<file path="src/rtl/traffic_pkg.sv">
// Shared types and constants for the traffic sequencer: phase enum, lamp
// encodings and per-phase durations in ticks.
package traffic_pkg;

  typedef enum logic [2:0] {
    MAIN_GREEN  = 3'd0,
    MAIN_YELLOW = 3'd1,
    ALL_RED_A   = 3'd2,
    SIDE_GREEN  = 3'd3,
    SIDE_YELLOW = 3'd4,
    ALL_RED_B   = 3'd5,
    PED_WALK    = 3'd6
  } state_e;

  // Lamp vectors are {red, yellow, green}
  localparam logic [2:0] LAMP_RED    = 3'b100;
  localparam logic [2:0] LAMP_YELLOW = 3'b010;
  localparam logic [2:0] LAMP_GREEN  = 3'b001;

  localparam int CNT_W = 6;

  localparam logic [CNT_W-1:0] DUR_MAIN_GREEN  = 6'd12;
  localparam logic [CNT_W-1:0] DUR_MAIN_YELLOW = 6'd3;
  localparam logic [CNT_W-1:0] DUR_ALL_RED_A   = 6'd1;
  localparam logic [CNT_W-1:0] DUR_SIDE_GREEN  = 6'd10;
  localparam logic [CNT_W-1:0] DUR_SIDE_YELLOW = 6'd3;
  localparam logic [CNT_W-1:0] DUR_ALL_RED_B   = 6'd1;
  localparam logic [CNT_W-1:0] DUR_PED_WALK    = 6'd10;

  function automatic logic [CNT_W-1:0] phase_duration(input state_e s);
    case (s)
      MAIN_GREEN:  return DUR_MAIN_GREEN;
      MAIN_YELLOW: return DUR_MAIN_YELLOW;
      ALL_RED_A:   return DUR_ALL_RED_A;
      SIDE_GREEN:  return DUR_SIDE_GREEN;
      SIDE_YELLOW: return DUR_SIDE_YELLOW;
      ALL_RED_B:   return DUR_ALL_RED_B;
      PED_WALK:    return DUR_PED_WALK;
      default:     return DUR_MAIN_GREEN;
    endcase
  endfunction

endpackage

</file>
<file path="src/rtl/phase_timer.sv">
// Tick counter for one phase: flags the terminal tick against the loaded
// duration and restarts from zero on a synchronous clear.
module phase_timer
  import traffic_pkg::*;
(
  input  logic             clk_i,
  input  logic             rst_i,
  input  logic             tick_i,
  input  logic             clr_i,
  input  logic [CNT_W-1:0] duration_i,
  output logic [CNT_W-1:0] count_o,
  output logic             term_o
);

  logic [CNT_W-1:0] count_q, count_d;

  assign term_o  = tick_i && (count_q == (duration_i - 6'd1));
  assign count_o = count_q;

  always_comb begin
    count_d = count_q;
    if (clr_i) begin
      count_d = '0;
    end else if (tick_i) begin
      count_d = count_q + 6'd1;
    end
  end

  always_ff @(posedge clk_i or posedge rst_i) begin
    if (rst_i) begin
      count_q <= '0;
    end else begin
      count_q <= count_d;
    end
  end

endmodule

</file>
<file path="src/rtl/traffic_sequencer.sv">
// Main/side road traffic light sequencer with pedestrian walk phase; phase
// timing is counted in ticks and lamps are decoded from the registered state.
module traffic_sequencer
  import traffic_pkg::*;
(
  input  logic             clk,
  input  logic             reset,
  input  logic             tick,
  input  logic             ped,
  input  logic             side_car,
  output logic [2:0]       mainTraffic,
  output logic [2:0]       sideTraffic,
  output logic             walk,
  output logic [CNT_W-1:0] counter,
  output logic             phase_done,
  output logic             ped_pending
);

  state_e           state_q, state_d;
  logic             ped_pending_q, ped_pending_d;
  logic             phase_done_q;
  logic             advance;
  logic             enter_walk;
  logic [CNT_W-1:0] duration;

  assign duration = phase_duration(state_q);

  // The terminal tick both advances the phase and clears the timer.
  phase_timer u_timer (
    .clk_i      (clk),
    .rst_i      (reset),
    .tick_i     (tick),
    .clr_i      (advance),
    .duration_i (duration),
    .count_o    (counter),
    .term_o     (advance)
  );

  always_comb begin
    state_d = state_q;
    if (advance) begin
      case (state_q)
        MAIN_GREEN:  state_d = (side_car || ped_pending_q) ? MAIN_YELLOW : MAIN_GREEN;
        MAIN_YELLOW: state_d = ALL_RED_A;
        ALL_RED_A:   state_d = SIDE_GREEN;
        SIDE_GREEN:  state_d = SIDE_YELLOW;
        SIDE_YELLOW: state_d = ALL_RED_B;
        ALL_RED_B:   state_d = ped_pending_q ? PED_WALK : MAIN_GREEN;
        PED_WALK:    state_d = MAIN_GREEN;
        default:     state_d = MAIN_GREEN;
      endcase
    end
  end

  // Requests arriving on the walk-entry edge or during the walk are dropped.
  assign enter_walk = (state_d == PED_WALK) && (state_q != PED_WALK);

  always_comb begin
    ped_pending_d = ped_pending_q;
    if (enter_walk) begin
      ped_pending_d = 1'b0;
    end else if (ped && (state_q != PED_WALK)) begin
      ped_pending_d = 1'b1;
    end
  end

  always_ff @(posedge clk or posedge reset) begin
    if (reset) begin
      state_q       <= MAIN_GREEN;
      ped_pending_q <= 1'b0;
      phase_done_q  <= 1'b0;
    end else begin
      state_q       <= state_d;
      ped_pending_q <= ped_pending_d;
      phase_done_q  <= advance;
    end
  end

  always_comb begin
    mainTraffic = LAMP_RED;
    sideTraffic = LAMP_RED;
    walk        = 1'b0;
    case (state_q)
      MAIN_GREEN:  mainTraffic = LAMP_GREEN;
      MAIN_YELLOW: mainTraffic = LAMP_YELLOW;
      SIDE_GREEN:  sideTraffic = LAMP_GREEN;
      SIDE_YELLOW: sideTraffic = LAMP_YELLOW;
      PED_WALK:    walk        = 1'b1;
      default:     ;
    endcase
  end

  assign phase_done  = phase_done_q;
  assign ped_pending = ped_pending_q;

endmodule

</file>
<file path="config.mk">
export PLATFORM = sky130hd
export DESIGN_NAME = traffic_sequencer
export DESIGN_NICKNAME = d
export VERILOG_FILES = /design/src/rtl/traffic_pkg.sv /design/src/rtl/phase_timer.sv /design/src/rtl/traffic_sequencer.sv
export SDC_FILE = /design/constraint.sdc
export NUM_CORES = 1
export LEC_CHECK = 0
export ABC_AREA = 1
export BUFFER_PORTS_ARGS = -buffer_cell sky130_fd_sc_hd__buf_2
export CAP_MARGIN = 20
export CORE_MARGIN = 2
export CORE_UTILIZATION = 54
export DETAILED_ROUTE_END_ITERATION = 12
export PLACE_DENSITY_LB_ADDON = 0.15
export SYNTH_ARGS = -nofsm -noshare
export SYNTH_HDL_FRONTEND = slang
export SYNTH_HIERARCHICAL = 1
export SYNTH_SLANG_ARGS = --single-unit
</file>
<file path="constraint.sdc">
create_clock -name clk -period 5.9 [get_ports clk]
set_clock_uncertainty 0.05 [all_clocks]
set_input_delay 0.59 -clock clk [delete_from_list [all_inputs] [get_ports clk]]
set_output_delay 0.59 -clock clk [all_outputs]
set_load 0.05 [all_outputs]
</file>
==> impl_results.md, run 1 <==
* Fmax at 307.4 MHz
* Yosys cell types at 22
* WL per Instance at 9.910 um
* Num CTS Buffers at 3
* Avg Inst Size Synth at 6.088 um^2
* Clock root buffer: clkbuf_4
* Post-route clock period utilization at 0.5514
* First-pass GRT wire length at 3215 um
* Vias per cell at 5.026
* Worst-path clk slew at 0.08 ns
* Critical Path Most Common Cell: nand2_1
* Number of port buffers at 19
* RSZ-0062 raised after global routing: false
* Chip height at 44.99 um
* CP bufs+invs at 5
* Synth Cell Area at 907.1 um^2
* Mapped Cells at 149
* Startpoint Class: flip-flop
* Nets at 181
* Setup repair bufs after CTS at 0
* DP HPWL at 1547 um
* Register bit total from synthesis at 11
* Critical register-to-register path endpoint: u_timer/count_o[4]$_DFFE_PP0P_
* Pre-Repair DR Iteration Count at 4
* # diodes at 0
* Core Footprint at 1541 um^2
* Status: complete, no violations
* Share of cells above drive strength 1 at 0.2370
* Seq/Total Area, Yosys at 0.3034
* Die ar. at 2024 um^2
* Delay-heaviest family, CP: simple AND/OR/NAND/NOR gates
* Setup TNS at 0 ns
* Detail Route Antenna Nets at 0
* Hold crit path type: primary input to async pin
* Via count at 950
* Residual DRC at 0
* Largest net degree at the start of global routing at 11
* CP arrival at 3.35 ns
* Global route overflow at 0
* Slowest stage delay, CP at 0.52 ns
* Post-CTS sizing at 0
* Clk sinks at 11
* Antenna violations before repair at 0
* Final setup fails at 0
* Iteration-0 DRC Markers at 31
* GPL Wtd Cong at 0.8585
* Slowest CP cell: nor2_1
* Tmin final at 3.253 ns
* Hold-fix buffers at CTS at 0
* CTS tree: built
* Site Rows at 14
* Io pins at 20
* Filler cells at 144
* Worst R2R Start: state_q[2]$_DFF_PP0_
* Area grow syn2layout at 15.31%
* Crit Path Class: flip-flop to flip-flop
* Worst EP required at 6.00 ns
* Htree depth at 1
* Worst-Skew Late Latency at 0.27 ns
* Initial Util at 0.5885
* Final Hold Vio Count at 0
* Vias in the first global route at 763
* Horiz. Die Dim at 44.99 um
* Slew margin rel. at 0.5499
* Final wirelength at 1873 um
* R2r setup slk at 2.65 ns
* Total GRT Usage at 0.2164
* Max_cap viols at 0
* CP cell instances: inv_2, nand2_1, o21ai_0, inv_1, nor2_1, inv_1, inv_2, ha_1, a21oi_1, nand3_1, nor2_1, nand2_1, nor2_1, inv_2, nand2_1, nand2_1, nor2_2, nand3_1, nand2_1, a21oi_1
* CTS max path bufs at 2
* Worst Reg2Reg Path Length in Cells at 20
* Yosys warns at 6
* Final Max Slew Viols at 0
* Worst slew pin tran at 0.6726 ns
* Largest fanout on the critical path at 10
* Crit path capture type: flip-flop
Yosys cell counts (all sizes together):
master,count,area (um^2)
ha,2,25.02
dfrtp,11,275.3
o21ai,3,15.01
nand2,49,193.9
nor2,23,98.84
xnor2,2,17.52
nand4,2,12.51
inv,32,120.1
xor2,1,8.760
buf,1,11.26
nand3,13,70.07
nor3,2,15.01
conb,1,3.750
a21oi,6,33.78
or2,1,6.260
layout by cell type (no fill, tap or decap), types with 2 or more instances in the layout:
master and n:
a21oi_1 5, buf_2 19, clkbuf_4 3, conb_1 3, dfrtp_1 11, ha_1 2
inv_1 25, inv_2 7, nand2_1 45, nand2_2 4, nand3_1 12, nand4_1 2
nor2_1 20, nor2_2 2, o21ai_0 3, xnor2_1 2
worst reg2reg max path: cells and delay by family (launching register included):
kind,cells,cell delay (ns)
adder cells (fa/ha/maj),1,0.23
flip-flops,1,0.44
AO/OA/AOI/OAI,3,0.27
buffers and inverters,5,0.56
AND/OR/NAND/NOR,11,1.60
final cells by class:
cell class,count,area (um^2),area share
multi-input cells,107,508.0,0.4856
inverters,32,120.1,0.1148
clock inverters,1,5.005,0.004785
flip-flops and latches,11,275.3,0.2632
clock buffers,3,22.52,0.02153
repair buffers,19,95.09,0.09091
well taps,16,20.02,0.01914
kinds of logic after synthesis:
| group | Yosys count | share of synthesized area |
|---|---|---|
| buf+inv | 33 | 0.1448 |
| simple gates | 90 | 0.4372 |
| other cells | 1 | 0.004134 |
| xor+xnor | 3 | 0.02897 |
| flops | 11 | 0.3034 |
| compound gates | 9 | 0.05379 |
| fa+ha+maj | 2 | 0.02758 |
metal layers:
| metal | wire (um) | vias up | global-route usage |
|---|---|---|---|
| met3 | 101 | 2 | 0.01200 |
| met1 | 896 | 420 | 0.3240 |
| met2 | 865 | 31 | 0.3257 |
| met5 | 0 | - | 0 |
| li1 | - | 497 | - |
| met4 | 10 | 0 | 0.08824 |
worst max path at each step:
stage | from | endpoint | slack, ns | cells after the start
floorplan | state_q[0]$_DFF_PP0_ | u_timer/count_o[5]$_DFFE_PP0P_ | 2.54 | 17
global placement | state_q[1]$_DFF_PP0_ | u_timer/count_o[5]$_DFFE_PP0P_ | 2.80 | 19
detailed placement | state_q[1]$_DFF_PP0_ | u_timer/count_o[5]$_DFFE_PP0P_ | 2.68 | 19
CTS | state_q[2]$_DFF_PP0_ | u_timer/count_o[4]$_DFFE_PP0P_ | 2.67 | 20
global route | state_q[0]$_DFF_PP0_ | u_timer/count_o[5]$_DFFE_PP0P_ | 2.26 | 20
finish | state_q[2]$_DFF_PP0_ | u_timer/count_o[4]$_DFFE_PP0P_ | 2.65 | 20
per-stage QoR:
| step | cell area [um^2] | setup slack, ns | hold WS [ns] | cells | utilization |
|---|---|---|---|---|---|
| after global routing | 1046 | 2.255 | 0.1789 | 189 | 0.6786 |
| after CTS | 1046 | 2.668 | 0.1628 | 189 | 0.6786 |
| final | 1046 | 2.647 | 0.1680 | 189 | 0.6786 |
| after detailed placement | 1018 | 2.676 | 0.4599 | 185 | 0.6607 |
| after floorplan | 914.6 | 2.536 | 0.3185 | 151 | - |
| after global placement | 1018 | 2.805 | 0.4517 | 185 | 0.6607 |
registers in the layout, summed over array words and instances (netlist names):
signal,cells
u_timer/count_o,6
state_q,3
ped_pending,1
phase_done,1
Power of run 1 is not shown: default switching activity piles up to over one toggle a cycle in this logic, so the estimate is an artifact.
==> inputs of run 2 (changes only) <==
CORE_UTILIZATION = 52   (was 54)
clock period = 3 ns   (was 5.9 ns; I/O delays follow)
==> run 2 against run 1 <==
  * Register-to-register slack worse by 2.4 ns
  * Via count down 6.1%
  * Critical path depth is 1 lower
  * Sequential share of layout area decreased by 0.85 points
  * Critical path type unchanged
==> impl_results.md, run 2 (synthesis results as in run 1) <==
* Status: complete, no violations
* Global route overflow at 0 (unchanged)
* Slowest stage delay, CP at 0.51 ns (about the same)
* Antenna violations before repair at 0 (unchanged)
* CP cell instances: nand2_2, nand2_1, o21ai_0, inv_1, nor2_1, inv_1, inv_2, ha_1, a21oi_1, nand3_1, nor2_1, nand2_1, nor2_2, nor2_1, nor3_2, nand2_1, nand2_1, nand2_1, nor2_1
* Core Footprint at 1689 um^2 (+9.6%)
* Vias in the first global route at 725 (-5.0%)
* Site Rows at 15 (+1)
* Num CTS Buffers at 3 (unchanged)
* Iteration-0 DRC Markers at 15 (-52%)
* Htree depth at 1 (unchanged)
* CP arrival at 2.87 ns (-0.48 ns)
* Share of cells above drive strength 1 at 0.2500 (+0.01301)
* Worst R2R Start: state_q[1]$_DFF_PP0_
* Initial Util at 0.5370 (-0.05144)
* Startpoint Class: flip-flop
* RSZ-0062 raised after global routing: false
* DP HPWL at 1444 um (-6.7%)
* Leading cell types in the layout, fill and taps excluded: 45 x nand2_1, 25 x inv_1, 19 x buf_2
* Worst-Skew Late Latency at 0.26 ns (about the same)
* Final Max Slew Viols at 0 (unchanged)
* Horiz. Die Dim at 45.77 um (+1.7%)
* WL per Instance at 9.098 um (-8.2%)
* GPL Wtd Cong at 0.7935 (-7.6%)
* Nets at 184 (+1.7%)
* Critical path origin: state_q[1]$_DFF_PP0_
* Largest net degree at the start of global routing at 9 (-2)
* Worst Reg2Reg Path Length in Cells at 19 (-5.0%)
* First-pass GRT wire length at 3042 um (-5.4%)
* # diodes at 0 (unchanged)
* Tmin final at 2.730 ns (-0.5232 ns)
* Slowest CP cell: dfrtp_1
* Filler cells at 151 (+4.9%)
* Worst EP required at 3.14 ns (-2.86 ns)
* Residual DRC at 0 (unchanged)
* Largest fanout on the critical path at 8 (-2)
* Io pins at 20 (unchanged)
* Setup repair bufs after CTS at 0 (unchanged)
* CTS tree: built
* Design area at 1081 um^2 (+3.3%)
* Hold crit path type: primary input to flip-flop
* WHS Endpoint: ped_pending$_DFFE_PP0P_
* Post-route clock period utilization at 0.9100 (+0.3586)
* Area grow syn2layout at 19.17%
* HP Start: ped
* Hold depth at 3
* Max reg flops at 6 (unchanged)
* Via count at 892 (-6.1%)
* Dpl cell area at 1042 um^2 (+2.3%)
* Number of port buffers at 19 (unchanged)
* Worst-path clk slew at 0.07 ns (about the same)
* Critical register-to-register path endpoint: u_timer/count_o[5]$_DFFE_PP0P_
* Setup TNS at 0 ns (unchanged)
* Critical Path Most Common Cell: nand2_1
* Final setup fails at 0 (unchanged)
* Vias per cell at 4.622 (-8.1%)
* Detail Route Antenna Nets at 0 (unchanged)
* Chip height at 45.77 um (+1.7%)
* Crit Path Class: flip-flop to flip-flop
* Max_cap viols at 0 (unchanged)
* Pre-Repair DR Iteration Count at 5 (+1)
* Fmax at 366.3 MHz (+19%)
* Total GRT Usage at 0.2016 (-0.01473)
* CTS max path bufs at 2 (unchanged)
* Clk sinks at 11 (unchanged)
* Die ar. at 2094 um^2 (+3.5%)
* Crit path capture type: flip-flop
* Final Hold Vio Count at 0 (unchanged)
* R2r setup slk at 0.27 ns (-2.38 ns)
* Final wirelength at 1756 um (-6.2%)
* Most common cell after layout, fill and taps aside: nand2_1
* Clock root buffer: clkbuf_4
==> run 2: per-layer routing <==
layer / track usage / wire length, um
met3: 0.02381 / 54
met1: 0.3002 / 949
met4: 0.08571 / 28
met5: 0 / 0
met2: 0.2930 / 724
==> run 2: per-stage QoR <==
stage                 util  hold WS (ns)  cells  setup slack, ns
finish              0.6400        0.2510    193           0.2699
global route        0.6400        0.2867    193          0.02475
CTS                 0.6385        0.2479    193           0.1584
detailed placement  0.6170        0.1663    188           0.1819
global placement    0.6170        0.1606    188           0.1896
floorplan                -       0.02852    151          0.09686
==> run 2: worst max-delay path, delay by kind of cell, from the launching register on <==
kind	cells	cell delay [ns]
adders and majority gates	1	0.29
DFF	1	0.51
buffers and inverters	3	0.21
and+or+nand+nor	13	1.35
AOI/OAI and AO/OA	2	0.23
==> run 2: worst max-delay path by stage <==
stage,endpoint,slack (ns),cells after the start
floorplan,u_timer/count_o[5]$_DFFE_PP0P_,0.1,17
detailed placement,u_timer/count_o[5]$_DFFE_PP0P_,0.18,19
CTS,u_timer/count_o[5]$_DFFE_PP0P_,0.16,19
global route,u_timer/count_o[5]$_DFFE_PP0P_,0.02,21
finish,u_timer/count_o[5]$_DFFE_PP0P_,0.27,19
global placement,ped_pending$_DFFE_PP0P_,0.19,20
==> run 2: cell type report <==
class / instances / area (um^2) / share of cell area
Clock buffer: 4 / 26.28 / 0.02431
Timing Repair Buffer: 22 / 120.1 / 0.1111
Tap cell: 17 / 21.27 / 0.01968
Sequential cell: 11 / 275.3 / 0.2546
Multi-Input combinational cell: 107 / 518.0 / 0.4792
Inverter: 32 / 120.1 / 0.1111
==> run 2: timing repair <==
action | 4_1_cts | 5_1_grt
setup endpoints to repair | 0 | 3
hold buffers | 1 | 0
hold endpoints to repair | 11 | 0
resized for setup | 0 | 1
Power of run 2 is left out for the same reason.
==> inputs of run 3 (changes only) <==
CORE_ASPECT_RATIO = 0.7   (was not set)
CORE_UTILIZATION = 45   (was 52)
==> run 3 against run 2 <==
  * Final area increased by 5.2%
  * Via count rose by 9.5%
  * Critical path depth fell by 1
  * Fmax down 1.2%
  * Hold slack better by 0.020 ns
  * Cell count increased by 5.2%
  * Die area increased by 14%
  * First-iteration DRC count grew to 2.8 times the previous value
  * Clock-buffer cell count did not move
==> impl_results.md, run 3 (synthesis results as in run 1) <==
* CP cell instances: inv_2, nand2_1, o21ai_0, inv_1, nor2_1, inv_1, inv_2, ha_2, a21oi_1, nand3_1, nor2_1, nand2_1, nor2_4, nor2_1, nor3_2, nand2_1, nor2_1, nor2_1
* Final Hold Vio Count at 0 (unchanged)
* CTS tree: built
* Vias in the first global route at 796 (+9.8%)
* Worst-Skew Late Latency at 0.26 ns (about the same)
* DP HPWL at 1642 um (+14%)
* Hold depth at 3 (unchanged)
* Multi-input gate area at 529.3 um^2 (+2.2%)
* Slowest CP cell: dfrtp_1
* Io pins at 20 (unchanged)
* Post-route clock period utilization at 0.9209 (+0.01086)
* Number of port buffers at 19 (unchanged)
* Final wirelength at 2058 um (+17%)
* CTS max path bufs at 2 (unchanged)
* Register Area at 276.5 um^2 (+0.45%)
* Final setup fails at 0 (unchanged)
* Crit path capture type: flip-flop
* Startpoint Class: flip-flop
* Hold slack at 0.2713 ns (+0.02031 ns)
* Filler cells at 181 (+20%)
* Antenna violations before repair at 0 (unchanged)
* Tmin final at 2.763 ns (+0.03257 ns)
* Crit Path Class: flip-flop to flip-flop
* Max_cap viols at 0 (unchanged)
* GPL Wtd Cong at 0.8063 (+1.6%)
* Htree depth at 1 (unchanged)
* Nets at 189 (+2.7%)
* Share of cells above drive strength 1 at 0.2873 (+0.03729)
* Hold crit path type: primary input to flip-flop
* Fmax at 362.0 MHz (-1.2%)
* Horiz. Die Dim at 57.67 um (+26%)
* Final core occ at 0.6028 (-0.03722)
* Max reg flops at 6 (unchanged)
* Site Rows at 13 (-2)
* Worst-path clk slew at 0.07 ns (about the same)
* WL per Instance at 10.14 um (+11%)
* Via count at 977 (+9.5%)
* Iteration-0 DRC Markers at 42 (+27)
* Chip height at 41.57 um (-9.2%)
* Critical Path Most Common Cell: nor2_1
* CP arrival at 2.86 ns (about the same)
* Most common cell after layout, fill and taps aside: nand2_1
* Die ar. at 2397 um^2 (+14%)
* # diodes at 0 (unchanged)
* Core Footprint at 1887 um^2 (+12%)
* Worst Reg2Reg Path Length in Cells at 18 (-1)
* Detail Route Antenna Nets at 0 (unchanged)
* Vias per cell at 4.813 (+4.1%)
* Area grow syn2layout at 25.38%
* Initial Util at 0.4808 (-0.05627)
* Pre-Repair DR Iteration Count at 4 (-1)
* First-pass GRT wire length at 3312 um (+8.9%)
* Largest net degree at the start of global routing at 9 (unchanged)
* Leading cell types in the layout, fill and taps excluded: 45 x nand2_1, 25 x inv_1, 19 x buf_2
* Status: complete, no violations
* Total GRT Usage at 0.1765 (-0.02517)
* Clock root buffer: clkbuf_4
* Largest fanout on the critical path at 8 (unchanged)
* Num CTS Buffers at 3 (unchanged)
* Slowest stage delay, CP at 0.44 ns (-0.07 ns)
* Global route overflow at 0 (unchanged)
* Residual DRC at 0 (unchanged)
* Clk sinks at 11 (unchanged)
* Worst EP required at 3.10 ns (-0.04 ns)
* Final Max Slew Viols at 0 (unchanged)
run 3: changes by cell type in the layout (fill, tap and decap cells not counted), sizes merged:
cell and delta:
buf +5
run 3: worst paths after layout:
kind	from	end	slack, ns
max	state_q[2]$_DFF_PP0_	u_timer/count_o[5]$_DFFE_PP0P_	0.24
min	ped	ped_pending$_DFFE_PP0P_	0.27
max reg2reg	state_q[2]$_DFF_PP0_	u_timer/count_o[5]$_DFFE_PP0P_	0.24
min reg2reg	u_timer/count_o[1]$_DFFE_PP0P_	u_timer/count_o[1]$_DFFE_PP0P_	0.54
max in group asynchronous	reset	u_timer/count_o[1]$_DFFE_PP0P_	2.24
min in group asynchronous	reset	state_q[1]$_DFF_PP0_	0.44
run 3: per-layer routing:
layer  GRT usage  part of all wire  up-vias  wire (um)
li1            -                 -      508          -
met1      0.2656              0.50      432       1033
met2      0.2477              0.44       33        906
met3     0.02492             0.046        4         94
met4     0.07907             0.012        0         24
met5           0                 0        -          0
run 3: layout make-up:
type | count | share of cell area
Clock buffer | 4 | 0.02310
Inverter | 32 | 0.1056
Multi-Input combinational cell | 107 | 0.4653
Sequential cell | 11 | 0.2431
Tap cell | 22 | 0.02420
Timing Repair Buffer | 27 | 0.1386
run 3: repair_timing:
item                                   4_1_cts  5_1_grt
hold buffers                                 1        0
setup buffers                                0        5
gates resized for setup                      0        5
endpoints found under the hold margin       11        0
setup endpoints to repair                    0        8
run 3: through the flow:
| stage | cells | cell area (um^2) | setup slack [ns] | setup TNS, ns |
|---|---|---|---|---|
| after CTS | 198 | 1085 | 0.03606 | 0 |
| after global routing | 203 | 1137 | -0.02115 | -0.02115 |
| after detailed placement | 193 | 1049 | 0.05520 | 0 |
| after global placement | 193 | 1049 | 0.1829 | 0 |
| after floorplan | 151 | 922.1 | 0.09686 | 0 |
| final | 203 | 1137 | 0.2373 | 0 |
run 3: critical path, delay by kind of cell, from the launching register on:
| kind | cells | cell delay [ns] |
|---|---|---|
| AOI/OAI and AO/OA | 2 | 0.22 |
| and+or+nand+nor | 11 | 1.28 |
| adders and majority gates | 1 | 0.27 |
| buffers and inverters | 4 | 0.40 |
| DFF | 1 | 0.44 |
Power of run 3 is left out for the same reason.
